**src/rtl/alu_pkg.sv**
```systemverilog
// Shared definitions for the WISC ALU shift datapath.
// Mode encodings, FSM states and width defaults.
package alu_pkg;

  localparam int SHR_DATA_W  = 16;
  localparam int SHR_SHAMT_W = 4;

  localparam logic [1:0] SHR_SRA  = 2'b00;
  localparam logic [1:0] SHR_SRL  = 2'b01;
  localparam logic [1:0] SHR_ROR  = 2'b10;
  localparam logic [1:0] SHR_PASS = 2'b11;

  typedef enum logic [1:0] {
    IDLE  = 2'd0,
    SHIFT = 2'd1,
    DONE  = 2'd2
  } shr_state_e;

endpackage

```
**src/rtl/shr_stage.sv**
```systemverilog
// One fixed-weight right shift/rotate step.
// AMT is the power-of-two distance of this step.
module shr_stage
  import alu_pkg::*;
#(
  parameter int DATA_W = SHR_DATA_W,
  parameter int AMT    = 1
) (
  input  logic [DATA_W-1:0] data,
  input  logic [1:0]        mode,
  input  logic              fill,
  output logic [DATA_W-1:0] result
);

  logic [AMT-1:0] fill_bits;

  assign fill_bits = {AMT{fill}};

  // select the vacated-bit source for this mode
  always_comb begin
    result = data;
    unique case (mode)
      SHR_SRA:
        result = {fill_bits,
                  data[DATA_W-1:AMT]};
      SHR_SRL:
        result = {{AMT{1'b0}},
                  data[DATA_W-1:AMT]};
      SHR_ROR:
        result = {data[AMT-1:0],
                  data[DATA_W-1:AMT]};
      SHR_PASS:
        result = data;
      default:
        result = data;
    endcase
  end

endmodule

```
**src/rtl/shift_right_iter.sv**
```systemverilog
// Iterative SRA/SRL/ROR unit, one shamt weight per cycle.
// MSB weight first; fixed SHAMT_W-cycle latency.
module shift_right_iter
  import alu_pkg::*;
#(
  parameter int DATA_W  = SHR_DATA_W,
  parameter int SHAMT_W = SHR_SHAMT_W
) (
  input  logic               clk,
  input  logic               rst_n,
  input  logic               in_valid,
  output logic               in_ready,
  input  logic [DATA_W-1:0]  in_data,
  input  logic [SHAMT_W-1:0] in_shamt,
  input  logic [1:0]         in_mode,
  output logic               out_valid,
  input  logic               out_ready,
  output logic [DATA_W-1:0]  out_data,
  output logic               out_zero,
  output logic               out_neg
);

  localparam int K_W =
    (SHAMT_W > 1) ? $clog2(SHAMT_W) : 1;
  localparam logic [K_W-1:0] K_LAST =
    K_W'(SHAMT_W - 1);

  shr_state_e         state_q;
  shr_state_e         state_d;
  logic [DATA_W-1:0]  work_q;
  logic [DATA_W-1:0]  work_d;
  logic [DATA_W-1:0]  res_q;
  logic [SHAMT_W-1:0] shamt_q;
  logic [1:0]         mode_q;
  logic               fill_q;
  logic [K_W-1:0]     k_q;
  logic               accept;
  logic               last_k;
  logic               drain;

  logic [DATA_W-1:0]  stage_out [SHAMT_W];
  logic [DATA_W-1:0]  stage_sel;

  for (genvar g = 0; g < SHAMT_W; g++) begin
    : g_stage
    shr_stage #(
      .DATA_W (DATA_W),
      .AMT    (1 << g)
    ) u_stage (
      .data   (work_q),
      .mode   (mode_q),
      .fill   (fill_q),
      .result (stage_out[g])
    );
  end

  assign in_ready  = (state_q == IDLE);
  assign out_valid = (state_q == DONE);
  assign accept    = in_ready & in_valid;
  assign drain     = out_valid & out_ready;
  assign last_k    = (k_q == '0);

  assign out_data  = res_q;
  assign out_zero  = (res_q == '0);
  assign out_neg   = res_q[DATA_W-1];

  // pick the stage of the current weight, apply if its bit is set
  always_comb begin
    stage_sel = stage_out[k_q];
    work_d    = work_q;
    if (shamt_q[k_q])
      work_d = stage_sel;
  end

  // state sequencing: accept, walk weights, hold until drained
  always_comb begin
    state_d = state_q;
    unique case (1'b1)
      (state_q == IDLE):
        if (accept) state_d = SHIFT;
      (state_q == SHIFT):
        if (last_k) state_d = DONE;
      (state_q == DONE):
        if (drain) state_d = IDLE;
      default:
        state_d = IDLE;
    endcase
  end

  // state register
  always_ff @(posedge clk) begin
    if (!rst_n)
      state_q <= IDLE;
    else
      state_q <= state_d;
  end

  // operand latch, stage counter and working register
  always_ff @(posedge clk) begin
    if (!rst_n) begin
      work_q  <= '0;
      shamt_q <= '0;
      mode_q  <= SHR_PASS;
      fill_q  <= 1'b0;
      k_q     <= K_LAST;
    end else if (accept) begin
      work_q  <= in_data;
      shamt_q <= in_shamt;
      mode_q  <= in_mode;
      fill_q  <= in_data[DATA_W-1];
      k_q     <= K_LAST;
    end else if (state_q == SHIFT) begin
      work_q  <= work_d;
      if (!last_k)
        k_q <= k_q - 1'b1;
    end
  end

  // result register: loaded on the final stage, held afterwards
  always_ff @(posedge clk) begin
    if (!rst_n)
      res_q <= '0;
    else if (state_q == SHIFT && last_k)
      res_q <= work_d;
  end

endmodule

```
**config.mk**
```make
export PLATFORM = sky130hd
export DESIGN_NAME = shift_right_iter
export DESIGN_NICKNAME = d
export VERILOG_FILES = /design/src/rtl/alu_pkg.sv /design/src/rtl/shr_stage.sv /design/src/rtl/shift_right_iter.sv
export SDC_FILE = /design/constraint.sdc
export NUM_CORES = 1
export LEC_CHECK = 0
export CELL_PAD_IN_SITES_DETAIL_PLACEMENT = 0
export CELL_PAD_IN_SITES_GLOBAL_PLACEMENT = 1
export CORE_MARGIN = 2
export CORE_UTILIZATION = 30
export DETAILED_ROUTE_END_ITERATION = 10
export GPL_ROUTABILITY_DRIVEN = 0
export GPL_TIMING_DRIVEN = 0
export PLACE_DENSITY = 0.74
export SLEW_MARGIN = 20
export SYNTH_ARGS = -nofsm -noshare
export SYNTH_HDL_FRONTEND = slang
export SYNTH_SLANG_ARGS = --single-unit
```
**constraint.sdc**
```tcl
create_clock -name clk -period 3.5 [get_ports clk]
set_clock_uncertainty 0.2 [all_clocks]
set_input_delay 0.7 -clock clk [delete_from_list [all_inputs] [get_ports clk]]
set_output_delay 0.7 -clock clk [all_outputs]
set_load 0.02 [all_outputs]
```
==> flow_summary.toml <==
[floorplan]
core_um2 = 8300
io_pins = 46
die_x_um = 96.9
start_util_pct = 31.2
die_area_um2 = 9400
rows = 33
die_y_um = 96.9

[timing]
whs_ns = 0.277
fin_tns_setup_ns = 0
finalHoldViolations = 0
setup-violations-final = 0
tightest_slew_ns = 0.560
slew_violations = 0
post-route-period-util_pct = 80.0
timing.fmax_mhz = 357
maxSlewHeadroom_pct = 62.7
rsz0062_at_grt = "false"
layout_min_cycle_time_ns = 2.80

[worst_hold_path]
hold_class = "reg2reg"

[grt]
grt_pass1_wl_um = 13700
grt_usage_pct = 17.8
grt_start_max_net_pins = 14
grt-ovfl-total = 0
grt_pass1_vias = 2576
use_met3_pct = 3.32
antenna_found_initial = 0
gr-usage-met2_pct = 28.2
grt.busiest_layer = "met2"
grt_use_met1_pct = 25.0

[worst_setup_path]
crit_path_end_kind = "primary output"
cp-endpoint = "out_zero"
rr_worst_depth = 9
crit_fanout = 3
cp-startpoint = "out_data[0]"
path_class = "reg2out"
crit_arrival_ns = 1.90
crit_required_ns = 2.60
r2r_start = "k_q[1]"
cp-start-kind = "flip-flop"
r2r_slack_ns = 1.27
rr_endpoint = "out_data[14]"

[power_and_ir_drop]
powerDensity_nw_per_um2 = 368
ir_drop_uv = 159
p_leak_nw = 1.29

[drt]
routed_wl_um = 8240
drc = 0
ant_nets = 0
vias = 2643
drt_iter0_drc = 244
wl_per_cell_um = 17.7
vias_per_cell = 5.67
drtPass1Iterations = 5

[logic_synthesis]
synth.largest_area_cell = "dfxtp_1"
ys_ff_latch = 43
ys_seq_area_share_pct = 33.2
synthArstFlopShare_pct = 0
ys_warn_count = 0
synth_area_um2 = 2590
synthTopCellsByCount = "dfxtp_1, nand2_1, a21oi_1, o21ai_0, mux2i_1"
synth_area_per_cell_um2 = 8.41
synthDominantCellAreaShare_pct = 33.2
synthMostInstantiatedCell = "dfxtp_1"
synth-main-ff-cell = "dfxtp_1"
synthTopCellsByArea = "dfxtp_1, mux2i_1, nand2_1"
synth-edff-count = 0
syn-instance-count = 308
syn_nets = 335
synth_cell_types = 55

[layout]
num_antenna_cells = 0
drive_gt1_share_pct = 11.4
fillers = 862
fin_area_um2 = 3290
nNetsFinal = 387
area_delta_synth_final_pct = 27.0

[clock_tree]
insertion_delay_ns = 0.30
post_cts_buffers = 0
cts_tree = "built"
clock_sinks = 43
htree_num_levels = 2
clkSlewWorstSetupHoldPaths_ns = 0.09
postCtsHoldBufs = 0
clockBufferDepth = 2
cts-root-buf = "clkbuf_8"
cts_resized = 0
cts_buffers = 5

[placed_design]
placed_area_um2 = 3170
port-buffer-count = 45
dp_hpwl_um = 6320

[run_status]
status = "complete, no violations"

[job]
drv_cap = 0
metal layers:
layer / part of all wire (%) / vias to the layer above
li1: - / 1273
met5: 0 / -
met3: 5.8 / 12
met4: 1.8 / 0
met2: 45 / 89
met1: 48 / 1269
cell type report:
| cell class | count | area (µm²) | area share [%] |
|---|---|---|---|
| tap | 105 | 131 | 3.99 |
| buffer | 25 | 151 | 4.60 |
| sequential | 43 | 861 | 26.2 |
| timing repair buffer | 45 | 450 | 13.7 |
| clock inverter | 2 | 35.0 | 1.06 |
| multi-input combinational | 235 | 1560 | 47.4 |
| clock buffer | 6 | 82.6 | 2.51 |
| inverter | 5 | 18.8 | 0.570 |
registers in the layout (all words and copies together) (netlist names):
register and count:
fill_q 1, k_q 2, mode_q 2, out_data 16, shamt_q 4, state_q 2, work_q 16
critical path: stages (launching register included):
cell and delay, ns:
dfxtp_1 0.33, nor4_1 0.43, and4_1 0.25, clkdlybuf4s50_1 0.60
worst min-delay path by stage:
stage | to | slack (ns) | start | depth (start not counted)
after floorplan | shamt_q[1] | 0.25 | shamt_q[1] | 2
after global placement | shamt_q[0] | 0.26 | shamt_q[0] | 2
after detailed placement | shamt_q[0] | 0.26 | shamt_q[0] | 2
after CTS | shamt_q[0] | 0.28 | shamt_q[0] | 2
after global routing | shamt_q[0] | 0.31 | shamt_q[0] | 2
final | shamt_q[0] | 0.28 | shamt_q[0] | 2
cells by family (layout without fill, tap and decap cells):
kind of cell             Yosys count  after routing  share of synthesized area (%)
AND/OR/NAND/NOR                   79             79                           15.5
multiplexers                      27             27                           11.5
buffers and inverters             30             83                           6.57
AO/OA/AOI/OAI                    127            127                           32.4
flip-flops                        43             43                           33.2
XOR/XNOR                           1              1                          0.338
adder cells (fa/ha/maj)            1              1                          0.483
where the power goes:
part           switching [mW]  leakage (nW)  internal (mW)
logic                   0.133         0.881          0.118
registers              0.0340         0.350          0.510
clock network           0.184        0.0612          0.231
cell usage in the layout (no fill, tap or decap), drive strengths merged, types with 2 or more instances in the layout:
cell | synthesis | routed
clkinv | 1 | 2
o31ai | 3 | 3
mux2 | 3 | 3
and3 | 4 | 4
buf | 19 | 19
nand2 | 35 | 35
a21oi | 25 | 25
a311o | 2 | 2
o21bai | 2 | 2
o211ai | 3 | 3
a22o | 3 | 3
a22oi | 13 | 13
a32oi | 2 | 2
a311oi | 2 | 2
nand2b | 6 | 6
nor4 | 4 | 4
nor2 | 8 | 8
and2 | 5 | 5
nor2b | 3 | 3
o21ai | 31 | 31
clkdlybuf4s50 | 0 | 45
o22ai | 12 | 12
nand3b | 2 | 2
o221ai | 3 | 3
mux2i | 23 | 23
o21a | 2 | 2
or3 | 2 | 2
clkbuf | 6 | 12
nand3 | 4 | 4
a31oi | 16 | 16
dfxtp | 43 | 43
inv | 4 | 4
stage by stage:
step	total power [mW]	utilization [%]	instances	setup slack, ns
6_report	1.21	39.7	466	0.700
5_1_grt	1.27	39.7	466	0.640
4_1_cts	1.21	39.7	466	0.759
3_5_place_dp	0.804	38.2	458	0.849
3_3_place_gp	0.803	38.2	458	0.855
2_1_floorplan	0.715	-	308	1.61
Note: power is estimated with default switching activity, not from simulation.
